===== config.mk =====
export PLATFORM = sky130hd
export DESIGN_NAME = nibble_scan_ctrl
export DESIGN_NICKNAME = d
export VERILOG_FILES = /design/src/rtl/nibble_scan_ctrl.sv
export SDC_FILE = /design/constraint.sdc
export NUM_CORES = 1
export LEC_CHECK = 0
export ABC_AREA = 1
export BUFFER_PORTS_ARGS = -buffer_cell sky130_fd_sc_hd__buf_4
export CAP_MARGIN = 20
export CORE_ASPECT_RATIO = 0.8
export CORE_MARGIN = 2
export CORE_UTILIZATION = 43
export CTS_CLUSTER_DIAMETER = 40
export DETAILED_ROUTE_END_ITERATION = 8
export PLACE_DENSITY = 0.64
export SYNTH_ARGS = -nofsm -noshare
export SYNTH_HDL_FRONTEND = slang
export SYNTH_SLANG_ARGS = --single-unit

===== constraint.sdc =====
create_clock -name clk -period 4.3 [get_ports clk]
set_clock_uncertainty 0.05 [all_clocks]
set_input_delay 0.86 -clock clk [delete_from_list [all_inputs] [get_ports clk]]
set_output_delay 0.86 -clock clk [all_outputs]
set_load 0.05 [all_outputs]

===== src/rtl/nibble_scan_ctrl.sv =====
// Range scanner feeding the ex4_19 prime / div-by-3 classifier.
// Optional backpressure: define SCANNER_READY_EN to honour out_ready.
module nibble_scan_ctrl #(
  parameter int CNT_W = 5
) (
  input  logic             clk,
  input  logic             reset,
  input  logic             start,
  input  logic [3:0]       lo,
  input  logic [3:0]       hi,
  output logic             busy,
  output logic             out_valid,
  input  logic             out_ready,
  output logic [3:0]       out_a,
  output logic             out_p,
  output logic             out_d,
  output logic             done,
  output logic [CNT_W-1:0] prime_cnt,
  output logic [CNT_W-1:0] div3_cnt
);

  if (CNT_W < 5) begin : g_bad_cnt_w
    $error("nibble_scan_ctrl: CNT_W must be >= 5");
  end

  typedef enum logic [1:0] {
    IDLE,
    SCAN,
    DONE
  } state_t;

  state_t     state;
  logic [3:0] cur;
  logic [3:0] hi_q;
  logic       p_raw;
  logic       d_raw;
  logic       xfer;

`ifdef SCANNER_READY_EN
  assign xfer = out_valid & out_ready;
`else
  logic unused_ready;
  assign unused_ready = out_ready;
  assign xfer = out_valid;
`endif

  always_comb begin
    p_raw = 1'b0;
    d_raw = 1'b0;
    case (cur)
      4'd2, 4'd3, 4'd5, 4'd7, 4'd11, 4'd13: p_raw = 1'b1;
      default: p_raw = 1'b0;
    endcase
    // zero is deliberately not flagged as divisible by three
    case (cur)
      4'd3, 4'd6, 4'd9, 4'd12, 4'd15: d_raw = 1'b1;
      default: d_raw = 1'b0;
    endcase
  end

  assign out_a = out_valid ? cur : 4'd0;
  assign out_p = out_valid & p_raw;
  assign out_d = out_valid & d_raw;

  always_ff @(posedge clk) begin
    if (reset) begin
      state     <= IDLE;
      cur       <= 4'd0;
      hi_q      <= 4'd0;
      busy      <= 1'b0;
      out_valid <= 1'b0;
      done      <= 1'b0;
      prime_cnt <= '0;
      div3_cnt  <= '0;
    end else begin
      case (state)
        IDLE: begin
          done <= 1'b0;
          if (start) begin
            hi_q      <= hi;
            cur       <= lo;
            prime_cnt <= '0;
            div3_cnt  <= '0;
            busy      <= 1'b1;
            out_valid <= 1'b1;
            state     <= SCAN;
          end
        end
        SCAN: begin
          if (xfer) begin
            prime_cnt <= prime_cnt + {{(CNT_W-1){1'b0}}, p_raw};
            div3_cnt  <= div3_cnt + {{(CNT_W-1){1'b0}}, d_raw};
            if (cur == hi_q) begin
              out_valid <= 1'b0;
              done      <= 1'b1;
              state     <= DONE;
            end else begin
              cur <= cur + 4'd1;
            end
          end
        end
        DONE: begin
          done  <= 1'b0;
          busy  <= 1'b0;
          state <= IDLE;
        end
        default: begin
          busy      <= 1'b0;
          out_valid <= 1'b0;
          done      <= 1'b0;
          state     <= IDLE;
        end
      endcase
    end
  end

endmodule


# [After elaboration in Yosys (flattened, before gate mapping)]
# Index checks and enable logic that the tools add are counted.
[word_totals] ff_bits=23 elab_cells=65
[classes] add_sub_neg=3 n_eq_ne=17 mux=21 bitwise=4 n_reduce_logical=12
[ops] cell="equality test 4 bit, second input constant" n=5
[ops] cell="one-hot mux 5 bit (2 select lines)" n=2
[ops] cell="2-to-1 mux 4 bit" n=4
[ops] cell="2-to-1 mux 5 bit" n=3
[ops] cell="equality test 4 x 3 -> 1 bit, second input constant" n=3
[ops] cell="adder 5 x 1 -> 5 bit" n=2
[ops] cell="equality test 4 x 2 -> 1 bit, second input constant" n=2
[ops] cell="!= test 2 bit, second input constant" n=4
[ops] cell="one-hot mux 4 bit (2 select lines)" n=1
[ops] cell="AND reduction 2 bit" n=4
[ops] cell="2-to-1 mux 2 bit" n=3
[ops] cell="AND reduction 3 bit" n=2
[ops] cell="OR reduction 6 bit" n=1
[ops] cell="2-to-1 mux 1 bit" n=5
[ops] cell="OR reduction 5 bit" n=1
[ops] cell="adder 4 x 1 -> 4 bit, second input constant" n=1
[ops] cell="equality test 4 bit" n=1
[ops] cell="one-hot mux 2 bit (2 select lines)" n=1
[ops] cell="AND reduction 4 bit" n=1
[ops] cell="one-hot mux 1 bit (3 select lines)" n=1
[ops] cell="AND 1 bit" n=2
[ops] cell="equality test 2 x 1 -> 1 bit, second input constant" n=1
[ops] cell="equality test 2 bit, second input constant" n=1
[ops] cell="logical NOT 2 bit" n=1
[ops] cell="4 further kinds" n=5

# [Longest topological paths before layout]
[depth] ltp_word=6 mapped_depth=12 ltp_nobuf=11

# [Worst setup path after synthesis]
# Ideal clock, no wire load.
[synth_path] path_kind="register to output" startpoint="register out_valid" endpoint="output out_p" t_arrival_ns=1.676 required_ns=3.390 setup_slack_ns=1.714 stages_incl_launch_ff=3 path_buffers=0 cell_sequence="dfxtp_1 -> inv_2 -> a31oi_1"
[synth_via] elab_chain_len=1
[synth_rtl] element="start, declared" line_no="12" source="output logic out_valid,"
[synth_rtl] element="start signal, assigned" line_no="71" source="out_valid <= 1'b0;"
[synth_rtl] element="start signal, assigned" line_no="85" source="out_valid <= 1'b1;"
[synth_rtl] element="start signal, assigned" line_no="94" source="out_valid <= 1'b0;"
[synth_rtl] element="AND 1 bit" line_no="62" source="assign out_p = out_valid & p_raw;"
[synth_rtl] element="end, declared" line_no="15" source="output logic out_p,"
# Every way passes these cells.

# [Worst setup path in the final report]
[layout_path] startpoint="register cur[0]" endpoint="output out_d"
[layout_via] elab_chain_len=4 word_cells_on_any_way=8 classes_between="eq/ne (5); mux (1); bitwise (1); reduce/logical (1)"
[layout_rtl] element="start, declared" line_no="33" source="logic [3:0] cur;"
[layout_rtl] element="start signal, assigned" line_no="81" source="cur <= lo;"
[layout_rtl] element="start signal, assigned" line_no="98" source="cur <= cur + 4'd1;"
[layout_rtl] element="equality test 4 x 2 -> 1 bit, or another cell as far along" line_no="55" source="case (cur)"
[layout_rtl] element="OR reduction 5 bit *" line_no="55"
[layout_rtl] element="2-to-1 mux 1 bit *" line_no="55"
[layout_rtl] element="AND 1 bit *" line_no="63" source="assign out_d = out_valid & d_raw;"
[layout_rtl] element="end, declared" line_no="16" source="output logic out_d,"
# Mark *: on every way between the ends. The rest lies on a longest branch, timed or not.

==> impl_metrics.json <==
{
  "first_global_vias": 1121,
  "cts_sinks": 23,
  "pwr_density_cell_nw_per_um2": 320,
  "gr-total-overflow": 0,
  "async_flop_share": 0,
  "portBuffers": 29,
  "comb_power_share": 0.255,
  "cp_data_arrival_time_ns": 1.68,
  "syn_area_um2": 1310,
  "finalWirelength_um": 2950,
  "status": "completed",
  "antenna_found_initial": 0,
  "synthTopCellsByCount": "52 x nand2_1, 23 x dfxtp_1, 22 x inv_1",
  "drc": 0,
  "clkPwrFrac": 0.264,
  "cap_violations": 0,
  "p_int_uw": 334,
  "relSlewSlack": 0.690,
  "cts-root-buf": "clkbuf_8",
  "setup.worst_path.start_class": "register",
  "dieArea_um2": 3490,
  "routedWlPerCell_um": 11.5,
  "cp_max_fo": 8,
  "synth_nets": 211,
  "holdCritPathClass": "reg2reg",
  "irDropWorstVdd_uv": 233,
  "nNetsFinal": 240,
  "ios": 31,
  "dr.pass1.iters": 4,
  "dp.final_hpwl_um": 2260,
  "finalSetupViolCount": 0,
  "postLayoutCoreUtil": 0.559,
  "clock_path_buffers": 2,
  "die_w_um": 65.6,
  "grt_util_all_layers": 0.190,
  "synth_edf_count": 0,
  "grt_setup_unrepaired": "no",
  "cts_setup_buffers": 0,
  "fin_setup_tns_ns": 0,
  "ant_nets": 0,
  "cts_tree": "built",
  "crit_type": "reg2out",
  "p_leak_nw": 0.774,
  "path_cells": "ha_1 -> inv_1 -> nor2_1 -> a31oi_1 -> a21oi_1 -> buf_4",
  "min_period_ns": 2.59,
  "h-tree-depth": 1,
  "fin_crit_sh": 0.603,
  "worst_skew_pair.late_latency_ns": 0.26,
  "synth_seq_cells": 23,
  "critical-path-top-delay-family": "flip-flops",
  "hold_viol": 0,
  "num_rows": 17,
  "fmax_mhz": 385,
  "cts_resized": 0,
  "cts_made_buffers": 3,
  "ys.warnings.count": 0,
  "crit_buf_inv": 2,
  "antenna-diode-count": 0,
  "layout-drive-gt1-share": 0.210,
  "yosys_most_used_dff": "dfxtp_1",
  "avgSynthCellArea_um2": 6.83,
  "synth_most_common_cell": "nand2_1",
  "drt_first_iter_violations": 35,
  "syn_inst": 191,
  "synthTopCellsByArea": "dfxtp_1 35%, nand2_1 15%, a21oi_1 8.1%",
  "nFillCells": 281,
  "drv_slew": 0,
  "p_sw_uw": 171,
  "seq_area_frac_synth": 0.353,
  "initial_core_util": 0.461,
  "die_y_um": 53.3,
  "vias_per_cell": 4.98,
  "critical_path_required_ns": 3.39,
  "grt_start_max_net_pins": 13,
  "area_delta_synth_final_pct": 21.1,
  "critPathSlowestCell": "dfxtp_1",
  "cts-hold-fix-buffers": 0,
  "power.share.sequential": 0.482,
  "grt_pass1_wl_um": 5020,
  "yosys.area.top_type": "dfxtp_1",
  "swShare": 0.338,
  "synth_top_area_frac": 0.353,
  "synth_cell_types": 27,
  "cpPeakStageDelay_ns": 0.52,
  "worstMarginPinSlew_ns": 0.463,
  "routabilityCongestion": 0.782,
  "crit_path_end_kind": "output pin",
  "clkTransAtPathRegs_ns": 0.08,
  "vias": 1280,
  "core_area_um2": 2830
}
worst register-to-register path, cell delays in order, from the launching register on:
cell     delay, ns
dfxtp_1       0.52
inv_2         0.09
ha_1          0.22
o21ai_0       0.22
nand3_1       0.14
ha_1          0.22
ha_1          0.23
nand3_1       0.09
nand2_1       0.05
nand4_1       0.08
a21oi_1       0.06
power groups by stage:
stage / Combinational [mW] / Clock (mW) / Sequential, mW
4_1_cts: 0.129 / 0.141 / 0.243
2_1_floorplan: 0.0970 / 0 / 0.247
5_1_grt: 0.146 / 0.147 / 0.246
3_3_place_gp: 0.126 / 0 / 0.247
6_report: 0.129 / 0.133 / 0.243
3_5_place_dp: 0.129 / 0 / 0.248
flip-flops by register name (all words and copies together) (netlist names):
signal     flops
hi_q           4
cur            4
busy           1
state          2
div3_cnt       5
out_valid      1
prime_cnt      5
done           1
cell type report:
cell class                      count  area [um2]  share of cell area
Multi-Input combinational cell    135         704               0.446
Tap cell                           38        47.5              0.0301
Clock buffer                        4        45.0              0.0285
Timing Repair Buffer               29         218               0.138
Sequential cell                    23         460               0.291
Inverter                           28         105              0.0665
per-layer routing:
layer | vias up | GRT usage | routed length, um
li1 | 672 | - | -
met4 | 0 | 0.0451 | 10
met5 | - | 0 | 0
met3 | 2 | 0.0468 | 155
met1 | 574 | 0.257 | 1480
met2 | 32 | 0.306 | 1310
worst paths after layout:
path,start,depth (start not counted),end,slack [ns]
max,cur[0],6,out_d,1.71
min reg2reg,hi_q[0],2,hi_q[0],0.42
min,hi_q[0],2,hi_q[0],0.42
max reg2reg,cur[0],10,prime_cnt[4],2.23
logic make-up (layout without fill, tap and decap cells):
group,Yosys count,after routing,synth area share
buf+inv,33,61,0.107
fa+ha+maj,8,8,0.0767
xor+xnor,1,1,0.00671
flops,23,23,0.353
simple gates,90,90,0.314
compound gates,36,36,0.143
metrics by stage:
step / hold WS (ns) / area [um2] / power [mW] / std cells / setup slack, ns
global placement: 0.403 / 1540 / 0.373 / 253 / 2.02
global route: 0.459 / 1580 / 0.539 / 257 / 1.53
CTS: 0.420 / 1580 / 0.513 / 257 / 1.70
finish: 0.418 / 1580 / 0.505 / 257 / 1.71
floorplan: 0.393 / 1310 / 0.344 / 191 / 1.71
detailed placement: 0.408 / 1540 / 0.377 / 253 / 2.00
cell usage in the layout (no fill, tap or decap), types with 2 or more instances in the layout:
master and n:
nor2_1 14, inv_1 22, and3_1 2, nor3_2 2
nand4_1 4, a21oi_1 21, nand3_1 8, nand2_2 2
dfxtp_1 23, a31oi_1 2, clkbuf_8 3, inv_2 6
o21ai_1 2, buf_4 29, ha_1 8, o21ai_0 10
nand2_1 52
Power figures use the tool's default switching activity.
